==> config.mk <==
export PLATFORM = sky130hd
export DESIGN_NAME = sipo_deserializer
export DESIGN_NICKNAME = d
export VERILOG_FILES = /design/src/rtl/sipo_pkg.sv /design/src/rtl/sipo_bit_counter.sv /design/src/rtl/sipo_deserializer.sv
export SDC_FILE = /design/constraint.sdc
export NUM_CORES = 1
export LEC_CHECK = 0
export BUFFER_PORTS_ARGS = -buffer_cell sky130_fd_sc_hd__buf_2
export CAP_MARGIN = 30
export CORE_AREA = 2 2 55 57
export CTS_CLUSTER_DIAMETER = 60
export DETAILED_ROUTE_END_ITERATION = 8
export DIE_AREA = 0 0 57 59
export GPL_ROUTABILITY_DRIVEN = 0
export SLEW_MARGIN = 10
export SYNTH_ARGS = -nofsm -noshare
export SYNTH_HDL_FRONTEND = slang
export SYNTH_SLANG_ARGS = --single-unit
==> constraint.sdc <==
create_clock -name clk_i -period 4 [get_ports clk_i]
set_input_delay 0 -clock clk_i [delete_from_list [all_inputs] [get_ports clk_i]]
set_output_delay 0 -clock clk_i [all_outputs]
set_load 0.005 [all_outputs]
==> src/rtl/sipo_pkg.sv <==
// Shared types and constants for the serial-to-parallel deserializer.
//   state_t          : receive FSM states (idle between frames / shifting a frame)
//   SIPO_DEF_WIDTH   : default data word width
//   sipo_frame_len() : serial frame length for a given word width
// Optional feature macro: SIPO_PARITY_EN (frame carries a trailing even-parity bit).
package sipo_pkg;

  typedef enum logic [0:0] {
    StIdle  = 1'b0,
    StShift = 1'b1
  } state_t;

  localparam int unsigned SIPO_DEF_WIDTH = 8;

  // One serial frame is the data word, plus the parity bit when enabled.
  function automatic int unsigned sipo_frame_len(input int unsigned width);
`ifdef SIPO_PARITY_EN
    return width + 1;
`else
    return width;
`endif
  endfunction

endpackage

==> src/rtl/sipo_bit_counter.sv <==
// Frame bit counter for the deserializer.
// Counts enabled clocks within a frame and wraps to zero after the last bit.
// Ports:
//   clk_i      : clock
//   rst_ni     : asynchronous active-low reset
//   en_i       : count this edge
//   clr_i      : synchronous clear, priority over en_i
//   cnt_o      : bits collected so far in the current frame
//   last_bit_o : the bit sampled this edge (if enabled) completes the frame
module sipo_bit_counter #(
  parameter int unsigned Frame = 8,
  parameter int unsigned CntW  = 4
) (
  input  logic            clk_i,
  input  logic            rst_ni,
  input  logic            en_i,
  input  logic            clr_i,
  output logic [CntW-1:0] cnt_o,
  output logic            last_bit_o
);

  logic [CntW-1:0] cnt_q, cnt_d;

  assign last_bit_o = (cnt_q == CntW'(Frame - 1));
  assign cnt_o      = cnt_q;

  always_comb begin
    cnt_d = cnt_q;
    if (clr_i) begin
      cnt_d = '0;
    end else if (en_i) begin
      cnt_d = last_bit_o ? '0 : cnt_q + CntW'(1);
    end
  end

  always_ff @(posedge clk_i or negedge rst_ni) begin
    if (!rst_ni) begin
      cnt_q <= '0;
    end else begin
      cnt_q <= cnt_d;
    end
  end

endmodule

==> src/rtl/sipo_deserializer.sv <==
// Serial-to-parallel receiver, LSB first, with valid/ready output handshake.
// Optional feature macro: SIPO_PARITY_EN (adds a trailing even-parity bit per frame and
// drives parity_err_o; otherwise parity_err_o is tied low).
// Ports:
//   clk_i        : clock
//   rst_ni       : asynchronous active-low reset
//   en_i         : sample sin_i on this edge
//   sin_i        : serial data in
//   clr_i        : synchronous frame abort; drops partial frame and clears overrun
//   dout_o       : last completed word
//   dout_valid_o : dout_o holds an unconsumed word
//   dout_ready_i : consumer accepts dout_o this cycle
//   bit_cnt_o    : bits collected in the current frame
//   busy_o       : partial frame in progress
//   overrun_o    : sticky, a completed word replaced an unconsumed one
//   parity_err_o : parity of last completed frame was odd
module sipo_deserializer
  import sipo_pkg::*;
#(
  parameter int unsigned Width = SIPO_DEF_WIDTH,
  parameter int unsigned CntW  = $clog2(Width + 1)
) (
  input  logic             clk_i,
  input  logic             rst_ni,
  input  logic             en_i,
  input  logic             sin_i,
  input  logic             clr_i,
  output logic [Width-1:0] dout_o,
  output logic             dout_valid_o,
  input  logic             dout_ready_i,
  output logic [CntW-1:0]  bit_cnt_o,
  output logic             busy_o,
  output logic             overrun_o,
  output logic             parity_err_o
);

  localparam int unsigned Frame = sipo_frame_len(Width);
  // The final bit of a frame goes straight to the output register, so the shift
  // register only needs to hold the bits sampled before it.
  localparam int unsigned ShW   = Frame - 1;

  state_t           state_q;
  logic [ShW-1:0]   shreg_q, shreg_d;
  logic [Width-1:0] dout_q, word;
  logic             valid_q, overrun_q;
  logic [CntW-1:0]  bit_cnt;
  logic             last_bit;
  logic             sample;
  logic             complete;

  assign sample   = en_i && !clr_i;
  assign complete = sample && last_bit;

  sipo_bit_counter #(
    .Frame (Frame),
    .CntW  (CntW)
  ) u_bit_counter (
    .clk_i      (clk_i),
    .rst_ni     (rst_ni),
    .en_i       (en_i),
    .clr_i      (clr_i),
    .cnt_o      (bit_cnt),
    .last_bit_o (last_bit)
  );

`ifdef SIPO_PARITY_EN
  // Last bit is the parity bit; the data word is entirely in the shift register.
  assign word = shreg_q;
`else
  assign word = {sin_i, shreg_q};
`endif

  always_comb begin
    shreg_d = shreg_q;
    if (clr_i || complete) begin
      shreg_d = '0;
    end else if (sample) begin
      for (int i = 0; i < int'(ShW); i++) begin
        if (bit_cnt == CntW'(i)) begin
          shreg_d[i] = sin_i;
        end
      end
    end
  end

  // Receive FSM: StIdle exactly when no bits of a frame are held.
  always_ff @(posedge clk_i or negedge rst_ni) begin
    if (!rst_ni) begin
      state_q <= StIdle;
    end else if (clr_i) begin
      state_q <= StIdle;
    end else if (en_i) begin
      state_q <= last_bit ? StIdle : StShift;
    end
  end

  always_ff @(posedge clk_i or negedge rst_ni) begin
    if (!rst_ni) begin
      shreg_q <= '0;
    end else begin
      shreg_q <= shreg_d;
    end
  end

  // Output register and handshake. A completion always (re)asserts valid, even when
  // the consumer takes the previous word on the same edge.
  always_ff @(posedge clk_i or negedge rst_ni) begin
    if (!rst_ni) begin
      dout_q    <= '0;
      valid_q   <= 1'b0;
      overrun_q <= 1'b0;
    end else begin
      if (complete) begin
        dout_q  <= word;
        valid_q <= 1'b1;
      end else if (valid_q && dout_ready_i) begin
        valid_q <= 1'b0;
      end

      if (clr_i) begin
        overrun_q <= 1'b0;
      end else if (complete && valid_q && !dout_ready_i) begin
        overrun_q <= 1'b1;
      end
    end
  end

`ifdef SIPO_PARITY_EN
  logic parity_err_q;

  // Even parity over data plus parity bit; only reset clears it.
  always_ff @(posedge clk_i or negedge rst_ni) begin
    if (!rst_ni) begin
      parity_err_q <= 1'b0;
    end else if (complete) begin
      parity_err_q <= ^{shreg_q, sin_i};
    end
  end

  assign parity_err_o = parity_err_q;
`else
  assign parity_err_o = 1'b0;
`endif

  assign dout_o       = dout_q;
  assign dout_valid_o = valid_q;
  assign overrun_o    = overrun_q;
  assign bit_cnt_o    = bit_cnt;
  assign busy_o       = (state_q == StShift);

endmodule

==> flow_summary.toml <==
[status]
outcome = "finished, final reports clean"

[logic_synthesis]
ys_seq_area_frac = 0.5140
ys_ff_latch = 22
async_flop_share = 1.000
synthCells = 88
synth_edf_count = 0
synth_cell_types = 35
yosys_warnings = 0
yosys-top-cells-area = "dfrtp_1 (51%), mux2_4 (5.6%), ha_1 (4.7%), mux2_2 (4.2%), a32o_1 (2.8%)"
synth_nets = 98
yosys-top-cells-count = "dfrtp_1 (22), ha_1 (4), mux2_2 (4), mux2_4 (4), o21ai_0 (4)"
synth_area_sq_um = 1071
synth_top_area_cell = "dfrtp_1"
synth_top_area_frac = 0.5140
avgSynthCellArea_sq_um = 12.17
yosysMostFrequentCell = "dfrtp_1"
synth-main-ff-cell = "dfrtp_1"

[floorplanning]
ioPinCount = 22
die_h_um = 59
rows = 19
dieArea_sq_um = 3363
start_util = 0.3952
chipWidth_um = 57
coreArea_sq_um = 2710

[global_routing]
grt_max_degree = 23
grt_usage = 0.1294
grt_pass1_vias = 726
antenna_found_initial = 0
grt_pass1_wl_mm = 3.422
grt_overflow = 0

[finish]
nets = 121
drive_above_1_share = 0.3273
num_antenna_cells = 0
n_fill_cell = 273
area_delta_synth_final_pct = 16.12
fin_area_sq_um = 1244

[timing]
drv_slew = 0
finClkSkew_ns = 0.001728
max_slew_margin = 0.6434
layout_worst_path_cycle_share = 0.4617
fin_crit_ns = 1.847
tns_ns = 0
rsz0062_at_grt = "no"
setup_ws_ns = 2.153
max_freq_mhz = 541.5
hold_viol = 0
tightest_slew_ns = 0.5275
setup_viol = 0

[clock_tree]
clock_latency_ns = 0.30
clockRootBuffer = "clkbuf_4"
cts_buffer_depth = 2
cts_buffers = 3
cts_tree = "built"
clock_sinks = 22
clk_pin_slew_ns = 0.12
h-tree-depth = 1

[placed_design]
place_ws_ns = 2.177
dpl_cell_area_sq_um = 1167
port-buffer-count = 20
hpwl_mm = 1.444

[drt]
drtPass1Iterations = 4
via_per_inst = 5.163
wl_per_cell_um = 14.28
wirelength_mm = 2.013
vias = 728
drtIter0Drc = 9
drtAntennaViolNets = 0
drc = 0

[min_path]
min-delay-start = "en_i"
holdPathStages = 3
min-delay-path-class = "input port to flop"
min_to = "u_bit_counter.cnt_o[0]$_DFFE_PN0P_"

[worst_setup_path]
end_kind = "flop"
cp-start-kind = "flop"
arrival_ns = 2.05
crit_required_ns = 4.20
cp_max_fo = 8
worstSetupPathType = "flop to flop"
r2r_start = "u_bit_counter.cnt_o[0]$_DFFE_PN0P_"
r2r-end = "dout_o[0]$_DFFE_PN0P_"
ff2ff_setup_slack_ns = 2.15
r2r_cells = 4

[pwr]
power.density_nw_per_um2 = 311.3
leakagePower_nw = 0.6387
ir_drop_mv = 0.1841

[run]
timing.max_cap.violations = 0
-- worst max-delay path by stage --
| stage | from | endpoint | slack, ns | depth (start not counted) |
|---|---|---|---|---|
| global placement | u_bit_counter.cnt_o[0]$_DFFE_PN0P_ | dout_o[0]$_DFFE_PN0P_ | 2.27 | 4 |
| CTS | u_bit_counter.cnt_o[0]$_DFFE_PN0P_ | dout_o[0]$_DFFE_PN0P_ | 2.17 | 4 |
| global route | u_bit_counter.cnt_o[1]$_DFFE_PN0P_ | dout_o[0]$_DFFE_PN0P_ | 2.06 | 4 |
| floorplan | u_bit_counter.cnt_o[0]$_DFFE_PN0P_ | dout_o[0]$_DFFE_PN0P_ | 2.38 | 5 |
| detailed placement | u_bit_counter.cnt_o[0]$_DFFE_PN0P_ | dout_o[0]$_DFFE_PN0P_ | 2.18 | 4 |
| finish | u_bit_counter.cnt_o[0]$_DFFE_PN0P_ | dout_o[0]$_DFFE_PN0P_ | 2.15 | 4 |
-- repair_timing --
item,4_1_cts,5_1_grt
hold endpoints to repair,28,0
setup buffers,0,0
resized for setup,0,0
hold buffers,4,0
-- power breakdown --
part / leakage (nW) / switching (mW) / total (mW) / internal, mW
Clock: 0.0210 / 0.0654 / 0.121 / 0.0555
Sequential: 0.304 / 0.00412 / 0.230 / 0.226
Combinational: 0.314 / 0.0206 / 0.0360 / 0.0154
Total: 0.639 / 0.0901 / 0.387 / 0.297
-- cells in the final DEF (no fill, tap or decap), drive strengths merged --
master       netlist  routed
a21oi              3       3
mux2i              1       1
nand4              1       1
ha                 4       4
o21ai              4       4
and4b              1       1
xor2               1       1
nand2b             2       2
a32o               3       3
a22o               3       3
nand3              1       1
nand3b             2       2
dlygate4sd3        0       4
and2               1       1
inv                3       3
o31ai              3       3
nor4b              1       1
or4b               1       1
and3b              1       1
o2bb2ai            1       1
nor3               2       2
buf                4      20
nand2              4       4
or3                1       1
mux2               8       8
conb               1       1
dfrtp             22      22
or2                1       1
nor3b              3       3
nor2               3       3
clkbuf             2       4
-- metrics by stage --
step                      utilization  instances  hold slack (ns)  total power, mW
after floorplan                     -         88          -0.2956           0.2546
after global placement         0.4307        133         -0.01305           0.2668
after detailed placement       0.4307        133       -0.0006400           0.2685
after CTS                      0.4589        141          0.04072           0.3936
after global routing           0.4589        141          0.06333           0.4067
final                          0.4589        141          0.04903           0.3872
-- metal layers --
layer / vias up / track usage / share of wire
met2: 15 / 0.2036 / 0.49
li1: 359 / - / -
met3: 2 / 0.01965 / 0.032
met1: 352 / 0.1862 / 0.47
met4: 0 / 0.03987 / 0.0084
met5: - / 0 / 0
-- critical path: stages, from the launching register on --
cell	delay, ns
dfrtp_1	0.46
ha_1	0.33
and4b_1	0.40
and2_4	0.24
mux2_4	0.30
-- flip-flops by register name, summed over array words and instances, names as in the netlist --
register	count
busy_o	1
overrun_o	1
dout_valid_o	1
shreg_q	7
dout_o	8
u_bit_counter.cnt_o	4
-- layout make-up --
cell class	instances	area (sq um)	share of cell area
inverter	3	11.26	0.009054
sequential	22	550.5	0.4427
tap	31	38.79	0.03119
multi-input combinational	57	466.7	0.3753
clock buffer	4	36.28	0.02918
timing repair buffer	24	140.1	0.1127
-- cells by family after synthesis --
kind of cell | count (synthesis) | share of synthesized area
and+or+nand+nor | 25 | 0.1554
buffers and inverters | 9 | 0.05023
other | 1 | 0.003501
AOI/OAI and AO/OA | 17 | 0.1145
DFF | 22 | 0.5140
adders and majority gates | 4 | 0.04673
xor gates and xnor gates | 1 | 0.008179
muxes | 9 | 0.1075
(Power assumes the default switching activity.)
